**src/rtl/dsp_fir_multiband.sv**
```systemverilog
// Three-band equaliser: complementary symmetric 9-tap FIRs split the input into
// low/mid/high bands, which are scaled by Q8 gains, summed and saturated.
module dsp_fir_multiband #(
    parameter logic signed [15:0] G_LOW  = 16'sd256,
    parameter logic signed [15:0] G_MID  = 16'sd256,
    parameter logic signed [15:0] G_HIGH = 16'sd256
) (
    input  logic               iCLK,
    input  logic               iRST,
    input  logic signed [15:0] iIn,
    output logic signed [15:0] oOut
);

    localparam int unsigned Taps = 9;

    localparam logic signed [47:0] GainLow  = 48'(G_LOW);
    localparam logic signed [47:0] GainMid  = 48'(G_MID);
    localparam logic signed [47:0] GainHigh = 48'(G_HIGH);

    logic signed [15:0] x_q [Taps];

    logic signed [31:0] fold0, fold1, fold2, fold3, center;
    logic signed [31:0] low_d, mid_d, high_d;
    logic signed [31:0] low_q, mid_q, high_q;

    logic signed [47:0] acc;
    logic signed [47:0] y;
    logic signed [15:0] sat_d;

    // Stage 1: delay line
    always_ff @(posedge iCLK) begin
        if (iRST) begin
            for (int k = 0; k < Taps; k++) begin
                x_q[k] <= '0;
            end
        end else begin
            x_q[0] <= iIn;
            for (int k = 1; k < Taps; k++) begin
                x_q[k] <= x_q[k-1];
            end
        end
    end

    // All three kernels are even-symmetric, so mirrored taps are pre-added once.
    always_comb begin
        fold0  = 32'(x_q[0]) + 32'(x_q[8]);
        fold1  = 32'(x_q[1]) + 32'(x_q[7]);
        fold2  = 32'(x_q[2]) + 32'(x_q[6]);
        fold3  = 32'(x_q[3]) + 32'(x_q[5]);
        center = 32'(x_q[4]);

        low_d  = 32'sd4 * fold0 + 32'sd16 * fold1 + 32'sd32 * fold2
               + 32'sd48 * fold3 + 32'sd56 * center;
        mid_d  = 32'sd16 * fold3 + 32'sd40 * center
               - 32'sd4 * fold0 - 32'sd16 * fold1 - 32'sd16 * fold2;
        high_d = 32'sd160 * center - 32'sd64 * fold3 - 32'sd16 * fold2;
    end

    // Stage 2: band registers
    always_ff @(posedge iCLK) begin
        if (iRST) begin
            low_q  <= '0;
            mid_q  <= '0;
            high_q <= '0;
        end else begin
            low_q  <= low_d;
            mid_q  <= mid_d;
            high_q <= high_d;
        end
    end

    // Q8 gains on Q8-scaled bands leave the sum at 2^16 times the sample scale.
    always_comb begin
        acc = GainLow * 48'(low_q) + GainMid * 48'(mid_q) + GainHigh * 48'(high_q);
        y   = acc >>> 16;
        if (y > 48'sd32767) begin
            sat_d = 16'sh7fff;
        end else if (y < -48'sd32768) begin
            sat_d = 16'sh8000;
        end else begin
            sat_d = y[15:0];
        end
    end

    // Stage 3: saturated output register
    always_ff @(posedge iCLK) begin
        if (iRST) begin
            oOut <= '0;
        end else begin
            oOut <= sat_d;
        end
    end

endmodule

```
**config.mk**
```make
export PLATFORM = sky130hd
export DESIGN_NAME = dsp_fir_multiband
export DESIGN_NICKNAME = d
export VERILOG_FILES = /design/src/rtl/dsp_fir_multiband.sv
export SDC_FILE = /design/constraint.sdc
export NUM_CORES = 1
export LEC_CHECK = 0
export BUFFER_PORTS_ARGS = -buffer_cell sky130_fd_sc_hd__buf_2
export CORE_ASPECT_RATIO = 1.1
export CORE_UTILIZATION = 70
export CTS_CLUSTER_DIAMETER = 40
export DETAILED_ROUTE_END_ITERATION = 12
export PLACE_DENSITY = 0.92
export REMOVE_ABC_BUFFERS = 1
export SETUP_SLACK_MARGIN = 0.3
export SLEW_MARGIN = 5
export SYNTH_ARGS = -nofsm -noshare
export SYNTH_HDL_FRONTEND = slang
export SYNTH_SLANG_ARGS = --single-unit
```
**constraint.sdc**
```tcl
create_clock -name iCLK -period 10.5 [get_ports iCLK]
set_input_delay 1.05 -clock iCLK [delete_from_list [all_inputs] [get_ports iCLK]]
set_output_delay 1.05 -clock iCLK [all_outputs]
set_load 0.005 [all_outputs]
```
==> impl_metrics.xml, run 1 <==
<?xml version="1.0" encoding="UTF-8"?>
<metrics>
  <group name="power">
    <metric name="cellLeakagePower" unit="nW">10.26</metric>
    <metric name="power.density" unit="nW/um^2">171.4</metric>
    <metric name="vdd_ir_drop_max" unit="V">0.0001808</metric>
  </group>
  <group name="floorplanning">
    <metric name="initial_utilization" unit="">0.7170</metric>
    <metric name="die_h" unit="um">177.0</metric>
    <metric name="fp.coreArea" unit="um^2">27190</metric>
    <metric name="die-width" unit="um">161.1</metric>
    <metric name="die-area" unit="um^2">28530</metric>
    <metric name="row_cnt" unit="">63</metric>
    <metric name="io_pins" unit="">34</metric>
  </group>
  <group name="worst_setup_path">
    <metric name="crit_path_end" unit="">low_q[25]</metric>
    <metric name="path_depth" unit="">30</metric>
    <metric name="worstSetupStartpoint" unit="">x_q[3][0]</metric>
    <metric name="worst_reg2reg_path_startpoint" unit="">x_q[3][0]</metric>
    <metric name="crit_required" unit="ns">10.89</metric>
    <metric name="critical_path_arrival" unit="ns">7.87</metric>
    <metric name="end_kind" unit="">register</metric>
    <metric name="setup.reg_to_reg.worst_slack" unit="ns">3.03</metric>
    <metric name="critical-path-top-cell-by-count" unit="">ha_1</metric>
    <metric name="timing.reg2reg.worst_path_depth" unit="">30</metric>
    <metric name="crit_slowest_cell" unit="">nor3_1</metric>
    <metric name="critical_path_peak_fanout" unit="">6</metric>
    <metric name="crit_type" unit="">register to register</metric>
    <metric name="cp_top_family" unit="">adder cells</metric>
    <metric name="endpoint_of_the_worst_register_to_register_path" unit="">low_q[25]</metric>
    <metric name="critical-path-max-stage-delay" unit="ns">0.55</metric>
    <metric name="path_buf_inv" unit="">2</metric>
    <metric name="critPathLaunchType" unit="">register</metric>
  </group>
  <group name="layout">
    <metric name="num-nets-final" unit="">2555</metric>
    <metric name="layout_common_cells" unit="">256 x inv_1, 249 x ha_1, 231 x dfxtp_1, 169 x fa_1, 152 x nor2b_1</metric>
    <metric name="layout-drive-gt1-share" unit="">0.06113</metric>
    <metric name="areaGrowthSynthToFinish" unit="%">8.118</metric>
    <metric name="final_design_area_no_fill" unit="um^2">21080</metric>
    <metric name="diodes" unit="">0</metric>
    <metric name="most_common_library_cell_in_the_layout_ignoring_fill_and_taps" unit="">inv_1</metric>
  </group>
  <group name="cts">
    <metric name="cts_hold_buf" unit="">0</metric>
    <metric name="tritoncts_clock_tree" unit="">done</metric>
    <metric name="clk_pin_slew_worst_paths" unit="ns">0.06</metric>
    <metric name="cts_resized" unit="">0</metric>
    <metric name="cts_htree_levels" unit="">1</metric>
    <metric name="cts_made_buffers" unit="">30</metric>
    <metric name="cts_root_buffer" unit="">clkbuf_16</metric>
    <metric name="post-cts-setup-buffer-count" unit="">0</metric>
    <metric name="clk_sinks" unit="">231</metric>
    <metric name="clk_latency" unit="ns">0.57</metric>
    <metric name="clk_path_buf_depth" unit="">3</metric>
  </group>
  <group name="drt">
    <metric name="viasPerCell" unit="">6.018</metric>
    <metric name="route.detailed.wl_per_inst" unit="um">18.55</metric>
    <metric name="drt_pre_antenna_iters" unit="">5</metric>
    <metric name="drt_first_iter_violations" unit="">1026</metric>
    <metric name="wirelength" unit="um">46380</metric>
    <metric name="detailroute.via_count" unit="">15050</metric>
    <metric name="route.antenna.remaining_nets" unit="">0</metric>
    <metric name="drc" unit="">0</metric>
  </group>
  <group name="synth">
    <metric name="synth_cells" unit="">2082</metric>
    <metric name="number_of_enable_flip_flop_cells_after_synthesis" unit="">0</metric>
    <metric name="yosysWarningCount" unit="">0</metric>
    <metric name="synth-seq-area-share" unit="">0.2372</metric>
    <metric name="synth_largest_type_area_fraction" unit="">0.2372</metric>
    <metric name="yosys_reg_bits" unit="">231</metric>
    <metric name="synth_area" unit="um^2">19500</metric>
    <metric name="synth_cell_types" unit="">71</metric>
    <metric name="synthTopCellsByArea" unit="">dfxtp_1 24%, fa_1 17%, ha_1 16%, inv_1 4.9%, nor2b_1 4.9%</metric>
    <metric name="syn_avg_cell_area" unit="um^2">9.365</metric>
    <metric name="yosys.area.top_type" unit="">dfxtp_1</metric>
    <metric name="yosys_most_used_dff" unit="">dfxtp_1</metric>
    <metric name="synth_async_sr_flop_share" unit="">0</metric>
  </group>
  <group name="sta">
    <metric name="final.setup.tns" unit="ns">0</metric>
    <metric name="final_cycle_share" unit="">0.7118</metric>
    <metric name="unrepaired_setup_endpoints_after_global_routing" unit="">no</metric>
    <metric name="finalClockSkew" unit="ns">0.02836</metric>
    <metric name="relSlewSlack" unit="">0.3253</metric>
    <metric name="final_hold_vio_count" unit="">0</metric>
    <metric name="total_count_of_max_transition_violations_in_the_final_report" unit="">0</metric>
    <metric name="fmax" unit="GHz">0.1338</metric>
    <metric name="worst_slew_pin_slew" unit="ns">1.009</metric>
    <metric name="timing.final.ws_setup" unit="ns">3.026</metric>
    <metric name="fin_crit" unit="ns">7.474</metric>
    <metric name="setup-violations-final" unit="">0</metric>
  </group>
  <group name="placement">
    <metric name="numPortBuffers" unit="">33</metric>
    <metric name="routabilityCongestion" unit="">0.9449</metric>
    <metric name="dp_slack" unit="ns">3.311</metric>
    <metric name="place.detailed.hpwl" unit="um">36490</metric>
    <metric name="detailed_place.area" unit="um^2">20000</metric>
  </group>
  <group name="grt">
    <metric name="globalRoute.totalOverflow" unit="">0</metric>
    <metric name="grt_pass1_vias" unit="">15450</metric>
    <metric name="grt_antenna_before_repair" unit="">0</metric>
    <metric name="wire_length_of_the_first_global_routing_pass" unit="um">74580</metric>
    <metric name="grt.total_usage" unit="">0.3306</metric>
    <metric name="grt_max_degree" unit="">92</metric>
  </group>
  <group name="min_path">
    <metric name="hold_path.startpoint" unit="">x_q[0][3]</metric>
    <metric name="worst_hold_path_type" unit="">register to register</metric>
  </group>
  <group name="job">
    <metric name="timing.max_cap.violations" unit="">0</metric>
  </group>
  <group name="run_status">
    <metric name="status" unit="">completed</metric>
  </group>
</metrics>
[kinds of logic (layout without fill, tap and decap cells)]
logic type      after synthesis  in the layout  share of synthesized area
simple gates                559            559                     0.1497
fa+ha+maj                   418            418                     0.3333
compound gates              408            408                     0.1427
buf+inv                     287            348                    0.05602
flops                       231            231                     0.2372
xor+xnor                    174            174                    0.07816
mux                           5              5                   0.002888
[per-stage QoR]
stage               total power, mW  hold slack (ns)  std cells  utilization
floorplan                     2.179           0.4422       2052            -
global placement              2.432           0.4493       2444       0.7355
detailed placement            2.506           0.4633       2444       0.7355
CTS                           3.609           0.4686       2500       0.7752
global route                  3.832           0.4774       2500       0.7752
finish                        3.613           0.4699       2500       0.7752
[synthesized netlist by cell type, types with 3 or more instances]
master     count
a31o_2         5
and2_1        16
nand4_1        7
ha_1         249
and3_1        15
inv_1        256
a21boi_0       7
fa_1         169
a21oi_1      110
a211o_1        7
o31ai_1       14
or2_2         11
o21bai_1      25
nor4_1         3
nand2_1       76
xnor2_1      106
o211ai_1      10
nor3b_1        7
a31oi_1       21
dfxtp_1      231
or3_1         16
a41o_1         3
nand2b_1      29
o2111ai_1      3
a211oi_1      18
a21o_1        51
o31a_1         3
nand3_1       35
nor2_1       134
nor2b_1      152
a41oi_1        7
xor2_1        68
o21a_1        20
o21ai_0       66
clkbuf_1      28
o21ai_2       11
nor3_1        43
[power breakdown]
part,switching [mW],total [mW],leakage (nW),internal [mW]
combinational,0.851,1.48,7.84,0.626
sequential,0.0530,1.05,1.89,0.996
clock,0.419,1.09,0.518,0.667
[layer usage]
metal | part of all wire | vias up | track usage | wire [um]
met5 | 0 | - | 0 | 0
met1 | 0.43 | 7367 | 0.4074 | 19750
met4 | 0.031 | 0 | 0.1101 | 1451
met3 | 0.063 | 124 | 0.05904 | 2923
li1 | - | 7090 | - | -
met2 | 0.48 | 465 | 0.5828 | 22250
[worst min path at each step]
stage	endpoint	depth (start not counted)	slack (ns)
6_report	x_q[1][3]	1	0.47
5_1_grt	x_q[4][10]	1	0.48
4_1_cts	x_q[3][10]	1	0.47
3_5_place_dp	x_q[2][13]	1	0.46
3_3_place_gp	x_q[4][6]	1	0.45
2_1_floorplan	x_q[2][0]	1	0.44
[layout make-up]
cell class	count	area, um^2
multi-input combinational	1564	13780
fill	1795	6115
sequential	231	4624
inverter	257	964.7
clock buffer	35	779.5
tap	357	446.7
clock inverter	21	297.8
timing repair buffer	35	186.4
[sequential cells by signal, indices dropped and copies added (netlist names)]
register and flops:
low_q 24, mid_q 24, high_q 23, oOut 16, x_q 144
(Power assumes the default switching activity.)
==> run 2, diff against run 1 <==
- CORE_UTILIZATION: 70 -> 65
- PLACE_DENSITY: 0.92 -> 0.87
- clock period: 10.5 -> 7.2 ns (I/O delays scaled with it)
==> run 2 against run 1 <==
Clock power rose by 38%. Sequential cell count did not move. Global-route usage fell by 2.9 points. Critical path depth fell by 1. Worst setup slack got worse by 2.6 ns. Critical path type unchanged. Largest cell class unchanged. Largest power group unchanged.
==> impl_metrics.xml, run 2 (synthesized netlist as in run 1, its figures left out) <==
<?xml version="1.0" encoding="UTF-8"?>
<metrics>
  <group name="run_status">
    <metric name="status" unit="">completed</metric>
  </group>
  <group name="placement">
    <metric name="routabilityCongestion" unit="">0.8981</metric>
    <metric name="place.detailed.hpwl" unit="um">36800</metric>
    <metric name="numPortBuffers" unit="">33</metric>
    <metric name="detailed_place.area" unit="um^2">20130</metric>
  </group>
  <group name="grt">
    <metric name="grt_max_degree" unit="">96</metric>
    <metric name="grt_pass1_vias" unit="">15070</metric>
    <metric name="wire_length_of_the_first_global_routing_pass" unit="um">73750</metric>
    <metric name="grt.total_usage" unit="">0.3020</metric>
    <metric name="globalRoute.totalOverflow" unit="">0</metric>
    <metric name="grt_antenna_before_repair" unit="">0</metric>
  </group>
  <group name="worst_setup_path">
    <metric name="end_kind" unit="">register</metric>
    <metric name="critical_path_arrival" unit="ns">7.15</metric>
    <metric name="path_buf_inv" unit="">2</metric>
    <metric name="crit_slowest_cell" unit="">fa_1</metric>
    <metric name="critical_path_peak_fanout" unit="">4</metric>
    <metric name="crit_required" unit="ns">7.62</metric>
    <metric name="critPathLaunchType" unit="">register</metric>
    <metric name="cp_top_family" unit="">adder cells</metric>
    <metric name="crit_type" unit="">register to register</metric>
    <metric name="critical-path-max-stage-delay" unit="ns">0.55</metric>
  </group>
  <group name="layout">
    <metric name="final_design_area_no_fill" unit="um^2">21350</metric>
    <metric name="largest_register" unit="">x_q</metric>
    <metric name="layout_common_cells" unit="">256 x inv_1, 246 x ha_1, 231 x dfxtp_1, 169 x fa_1, 151 x nor2b_1</metric>
    <metric name="areaGrowthSynthToFinish" unit="%">9.523</metric>
    <metric name="reg.largest.list" unit="">x_q (144), low_q (24), mid_q (24)</metric>
    <metric name="layout-drive-gt1-share" unit="">0.07974</metric>
    <metric name="most_common_library_cell_in_the_layout_ignoring_fill_and_taps" unit="">inv_1</metric>
    <metric name="largest_register_ff_count" unit="">144</metric>
    <metric name="diodes" unit="">0</metric>
    <metric name="nFillCells" unit="">2189</metric>
    <metric name="num-nets-final" unit="">2573</metric>
  </group>
  <group name="drt">
    <metric name="drt_first_iter_violations" unit="">921</metric>
    <metric name="route.antenna.remaining_nets" unit="">0</metric>
    <metric name="detailroute.via_count" unit="">14690</metric>
    <metric name="route.detailed.wl_per_inst" unit="um">18.01</metric>
    <metric name="viasPerCell" unit="">5.805</metric>
    <metric name="drt_pre_antenna_iters" unit="">7</metric>
    <metric name="wirelength" unit="um">45590</metric>
    <metric name="drc" unit="">0</metric>
  </group>
  <group name="floorplanning">
    <metric name="io_pins" unit="">34</metric>
    <metric name="fp.coreArea" unit="um^2">29560</metric>
    <metric name="row_cnt" unit="">66</metric>
    <metric name="die_h" unit="um">183.6</metric>
    <metric name="initial_utilization" unit="">0.6595</metric>
    <metric name="die-area" unit="um^2">30690</metric>
    <metric name="die-width" unit="um">167.1</metric>
  </group>
  <group name="power">
    <metric name="vdd_ir_drop_max" unit="V">0.0001817</metric>
    <metric name="sequential_share_of_power" unit="">0.294</metric>
    <metric name="p_sw_frac" unit="">0.3615</metric>
    <metric name="p_sw" unit="mW">1.879</metric>
    <metric name="clkPwrFrac" unit="">0.289</metric>
    <metric name="cellLeakagePower" unit="nW">10.37</metric>
    <metric name="power.density" unit="nW/um^2">243.4</metric>
    <metric name="p_comb_frac" unit="">0.416</metric>
    <metric name="totalPowerFinal" unit="mW">5.198</metric>
    <metric name="internal_power" unit="mW">3.319</metric>
  </group>
  <group name="sta">
    <metric name="final_cycle_share" unit="">0.9353</metric>
    <metric name="fin_crit" unit="ns">6.734</metric>
    <metric name="fmax" unit="GHz">0.1485</metric>
    <metric name="finalClockSkew" unit="ns">0.01519</metric>
    <metric name="final_hold_vio_count" unit="">0</metric>
    <metric name="relSlewSlack" unit="">0.3519</metric>
    <metric name="hold-worst-slack" unit="ns">0.3711</metric>
    <metric name="unrepaired_setup_endpoints_after_global_routing" unit="">yes</metric>
    <metric name="setup-violations-final" unit="">0</metric>
    <metric name="final.setup.tns" unit="ns">0</metric>
    <metric name="total_count_of_max_transition_violations_in_the_final_report" unit="">0</metric>
    <metric name="worst_slew_pin_slew" unit="ns">0.9690</metric>
  </group>
  <group name="cts">
    <metric name="clk_sinks" unit="">231</metric>
    <metric name="cts_root_buffer" unit="">clkbuf_16</metric>
    <metric name="clk_latency" unit="ns">0.55</metric>
    <metric name="cts_hold_buf" unit="">0</metric>
    <metric name="cts_made_buffers" unit="">28</metric>
    <metric name="tritoncts_clock_tree" unit="">done</metric>
    <metric name="clk_pin_slew_worst_paths" unit="ns">0.06</metric>
    <metric name="clk_path_buf_depth" unit="">3</metric>
    <metric name="cts_htree_levels" unit="">1</metric>
  </group>
  <group name="job">
    <metric name="timing.max_cap.violations" unit="">0</metric>
  </group>
  <group name="min_path">
    <metric name="worst_hold_path_type" unit="">primary input to register</metric>
  </group>
</metrics>
-- run 2: what timing repair did --
action | 4_1_cts | 5_1_grt
buffers inserted | 0 | 6
gates resized for setup | 3 | 29
setup endpoints to repair | 2 | 7
pin swaps | 0 | 8
-- run 2: layer usage --
layer / GRT usage / up-vias / wire length, um
li1: - / 7119 / -
met1: 0.3933 / 7133 / 20620
met2: 0.5272 / 370 / 21690
met3: 0.04435 / 70 / 2325
met4: 0.07633 / 0 / 951
met5: 0 / - / 0
-- run 2: power by group through the flow --
stage	logic [mW]	clock network (mW)	registers (mW)
after floorplan	1.63	0	1.55
after global placement	2.03	0	1.55
after detailed placement	2.11	0	1.56
after CTS	2.14	1.53	1.53
after global routing	2.41	1.58	1.55
final	2.16	1.50	1.53
-- run 2: final timing paths --
| kind | start | end | slack (ns) | cells after the start |
|---|---|---|---|---|
| min | iIn[13] | x_q[0][13] | 0.37 | 2 |
| max | x_q[3][0] | low_q[25] | 0.47 | 29 |
| min reg2reg | x_q[7][2] | x_q[8][2] | 0.46 | 1 |
| max reg2reg | x_q[3][0] | low_q[25] | 0.47 | 29 |
-- run 2: worst reg2reg max path, delay by kind of cell, from the launching register on --
family / cells / cell delay [ns]
fa+ha+maj: 7 / 2.45
flops: 1 / 0.34
buf+inv: 2 / 0.10
compound gates: 10 / 2.03
simple gates: 8 / 1.37
xor+xnor: 2 / 0.33
-- run 2: area by class of cell --
type	instances	area, um^2	share of cell area
timing repair buffer	55	336.6	0.01576
tap	374	467.9	0.02191
inverter	257	964.7	0.04517
multi-input combinational	1564	13960	0.6535
sequential	231	4624	0.2166
clock buffer	35	768.2	0.03598
clock inverter	15	236.5	0.01107
-- run 2: metrics by stage --
step / worst slack, ns / cells / util
2_1_floorplan: 0.7316 / 2052 / -
3_3_place_gp: 0.3690 / 2475 / 0.6809
3_5_place_dp: 0.2264 / 2475 / 0.6809
4_1_cts: 0.3508 / 2525 / 0.7153
5_1_grt: 0.1761 / 2531 / 0.7223
6_report: 0.4657 / 2531 / 0.7223
==> run 3, diff against run 2 <==
- CORE_ASPECT_RATIO: 1.1 -> 0.75
==> run 3 against run 2 <==
Non-clock buffer count decreased by 3. Clock power is essentially flat. Cell area about the same. Largest power group unchanged. Routed wire length up 5.5%. Sequential share of layout area about the same. Via count increased by 3.1%. Combinational power is essentially flat. Fmax about the same. Global-route usage up 1.2 points. Die area hardly changed. Worst hold slack got worse by 0.026 ns. Cell count is 0.71% higher. Largest cell class unchanged.
==> impl_metrics.xml, run 3 (synthesized netlist as in run 1, its figures left out) <==
<?xml version="1.0" encoding="UTF-8"?>
<metrics>
  <group name="run_status">
    <metric name="status" unit="">completed</metric>
  </group>
  <group name="layout">
    <metric name="layout_common_cells" unit="">256 x inv_1, 244 x ha_1, 231 x dfxtp_1, 168 x fa_1, 151 x nor2b_1</metric>
    <metric name="largest_register" unit="">x_q</metric>
    <metric name="final_design_area_no_fill" unit="um^2">21370</metric>
    <metric name="nFillCells" unit="">2058</metric>
    <metric name="finalCoreUtilization" unit="">0.7306</metric>
    <metric name="num-nets-final" unit="">2571</metric>
    <metric name="areaGrowthSynthToFinish" unit="%">9.619</metric>
    <metric name="largest_register_ff_count" unit="">144</metric>
    <metric name="most_common_library_cell_in_the_layout_ignoring_fill_and_taps" unit="">inv_1</metric>
    <metric name="reg.largest.list" unit="">x_q (144), low_q (24), mid_q (24)</metric>
    <metric name="layout-drive-gt1-share" unit="">0.08206</metric>
    <metric name="diodes" unit="">0</metric>
  </group>
  <group name="cts">
    <metric name="cts_root_buffer" unit="">clkbuf_16</metric>
    <metric name="cts_hold_buf" unit="">0</metric>
    <metric name="clk_latency" unit="ns">0.58</metric>
    <metric name="clk_path_buf_depth" unit="">3</metric>
    <metric name="clk_sinks" unit="">231</metric>
    <metric name="clk_pin_slew_worst_paths" unit="ns">0.07</metric>
    <metric name="cts_made_buffers" unit="">29</metric>
    <metric name="tritoncts_clock_tree" unit="">done</metric>
    <metric name="cts_htree_levels" unit="">1</metric>
  </group>
  <group name="drt">
    <metric name="drt_first_iter_violations" unit="">1340</metric>
    <metric name="route.antenna.remaining_nets" unit="">0</metric>
    <metric name="drt_pre_antenna_iters" unit="">7</metric>
    <metric name="wirelength" unit="um">48100</metric>
    <metric name="route.detailed.wl_per_inst" unit="um">18.87</metric>
    <metric name="viasPerCell" unit="">5.944</metric>
    <metric name="detailroute.via_count" unit="">15150</metric>
    <metric name="drc" unit="">0</metric>
  </group>
  <group name="floorplanning">
    <metric name="fp.coreArea" unit="um^2">29260</metric>
    <metric name="die_h" unit="um">152.0</metric>
    <metric name="die-width" unit="um">202.0</metric>
    <metric name="initial_utilization" unit="">0.6665</metric>
    <metric name="io_pins" unit="">34</metric>
    <metric name="row_cnt" unit="">54</metric>
    <metric name="die-area" unit="um^2">30700</metric>
  </group>
  <group name="sta">
    <metric name="fmax" unit="GHz">0.1484</metric>
    <metric name="setup-violations-final" unit="">0</metric>
    <metric name="worst_slew_pin_slew" unit="ns">0.9621</metric>
    <metric name="total_count_of_max_transition_violations_in_the_final_report" unit="">0</metric>
    <metric name="relSlewSlack" unit="">0.3566</metric>
    <metric name="final_hold_vio_count" unit="">0</metric>
    <metric name="unrepaired_setup_endpoints_after_global_routing" unit="">yes</metric>
    <metric name="final_cycle_share" unit="">0.9360</metric>
    <metric name="finalClockSkew" unit="ns">0.02697</metric>
    <metric name="timing.final.ws_setup" unit="ns">0.4608</metric>
    <metric name="fin_crit" unit="ns">6.739</metric>
    <metric name="final.setup.tns" unit="ns">0</metric>
  </group>
  <group name="worst_setup_path">
    <metric name="end_kind" unit="">register</metric>
    <metric name="critical-path-max-stage-delay" unit="ns">0.55</metric>
    <metric name="critical_path_peak_fanout" unit="">6</metric>
    <metric name="crit_type" unit="">register to register</metric>
    <metric name="critical_path_arrival" unit="ns">7.16</metric>
    <metric name="critical-path-top-cell-by-count" unit="">ha_1</metric>
    <metric name="endpoint_of_the_worst_register_to_register_path" unit="">low_q[21]</metric>
    <metric name="setup.reg_to_reg.worst_slack" unit="ns">0.46</metric>
    <metric name="timing.reg2reg.worst_path_depth" unit="">29</metric>
    <metric name="critPathLaunchType" unit="">register</metric>
    <metric name="crit_required" unit="ns">7.62</metric>
    <metric name="worst_reg2reg_path_startpoint" unit="">x_q[5][0]</metric>
    <metric name="crit_slowest_cell" unit="">fa_1</metric>
  </group>
  <group name="grt">
    <metric name="grt_max_degree" unit="">86</metric>
    <metric name="globalRoute.totalOverflow" unit="">0</metric>
    <metric name="grt.total_usage" unit="">0.3145</metric>
    <metric name="wire_length_of_the_first_global_routing_pass" unit="um">76640</metric>
    <metric name="grt_pass1_vias" unit="">15030</metric>
    <metric name="grt_antenna_before_repair" unit="">0</metric>
  </group>
  <group name="placement">
    <metric name="dp_slack" unit="ns">0.2439</metric>
    <metric name="numPortBuffers" unit="">33</metric>
    <metric name="detailed_place.area" unit="um^2">20110</metric>
    <metric name="routabilityCongestion" unit="">0.9438</metric>
    <metric name="place.detailed.hpwl" unit="um">38120</metric>
  </group>
  <group name="min_path">
    <metric name="worst_hold_path_type" unit="">primary input to register</metric>
    <metric name="holdPathStages" unit="">2</metric>
    <metric name="hold-path-endpoint" unit="">x_q[0][13]</metric>
    <metric name="hold_path.startpoint" unit="">iIn[13]</metric>
  </group>
  <group name="job">
    <metric name="timing.max_cap.violations" unit="">0</metric>
  </group>
  <group name="power">
    <metric name="vdd_ir_drop_max" unit="V">0.0002483</metric>
    <metric name="cellLeakagePower" unit="nW">10.37</metric>
    <metric name="power.density" unit="nW/um^2">243.8</metric>
  </group>
</metrics>
## run 3: cell types whose count changed in the layout (fill, tap and decap cells not counted), sizes merged
cell      delta
clkinvlp     -2
clkbuf       +1
bufinv       -3
inv          +4
buf          -3
clkinv       +3
## run 3: area by class of cell
type | instances | area, um^2 | share of cell area
multi-input combinational | 1564 | 13990 | 0.6544
sequential | 231 | 4624 | 0.2164
inverter | 257 | 964.7 | 0.04514
clock buffer | 36 | 792.0 | 0.03706
tap | 392 | 490.5 | 0.02295
timing repair buffer | 52 | 314.1 | 0.01469
clock inverter | 17 | 200.2 | 0.009367
## run 3: report_power, final
part           switching, mW  internal, mW
combinational           1.26         0.927
sequential            0.0813          1.45
clock                  0.613         0.873
total                   1.96          3.25
## run 3: worst max path at each step
stage	to	startpoint	depth (start not counted)	slack [ns]
5_1_grt	low_q[25]	x_q[3][0]	31	0.20
2_1_floorplan	low_q[25]	x_q[5][0]	30	0.73
3_5_place_dp	low_q[25]	x_q[5][0]	27	0.24
3_3_place_gp	low_q[25]	x_q[5][0]	29	0.38
6_report	low_q[21]	x_q[5][0]	29	0.46
4_1_cts	low_q[25]	x_q[0][0]	25	0.30
## run 3: timing repair
| action | in CTS | in global routing |
|---|---|---|
| setup buffers | 0 | 8 |
| pin swaps | 0 | 14 |
| resized for setup | 5 | 31 |
| endpoints found under the setup margin | 2 | 9 |
## run 3: per-stage QoR
stage	hold WS, ns	cells	total power, mW
floorplan	0.4422	2052	3.178
global placement	0.4485	2488	3.570
detailed placement	0.4535	2488	3.682
CTS	0.3343	2541	5.189
global route	0.3486	2549	5.540
finish	0.3451	2549	5.212
## run 3: layer usage
metal | track usage | vias to the layer above | wire, um
li1 | - | 7122 | -
met1 | 0.4546 | 7369 | 21450
met2 | 0.4940 | 603 | 21200
met3 | 0.06199 | 57 | 4695
met4 | 0.05339 | 0 | 753
met5 | 0 | - | 0
## run 3: worst max-delay path: cells and delay by family, from the launching register on
family | cells | cell delay [ns]
buf+inv | 3 | 0.34
xor+xnor | 3 | 0.65
simple gates | 6 | 0.67
flops | 1 | 0.31
compound gates | 10 | 2.12
fa+ha+maj | 7 | 2.49
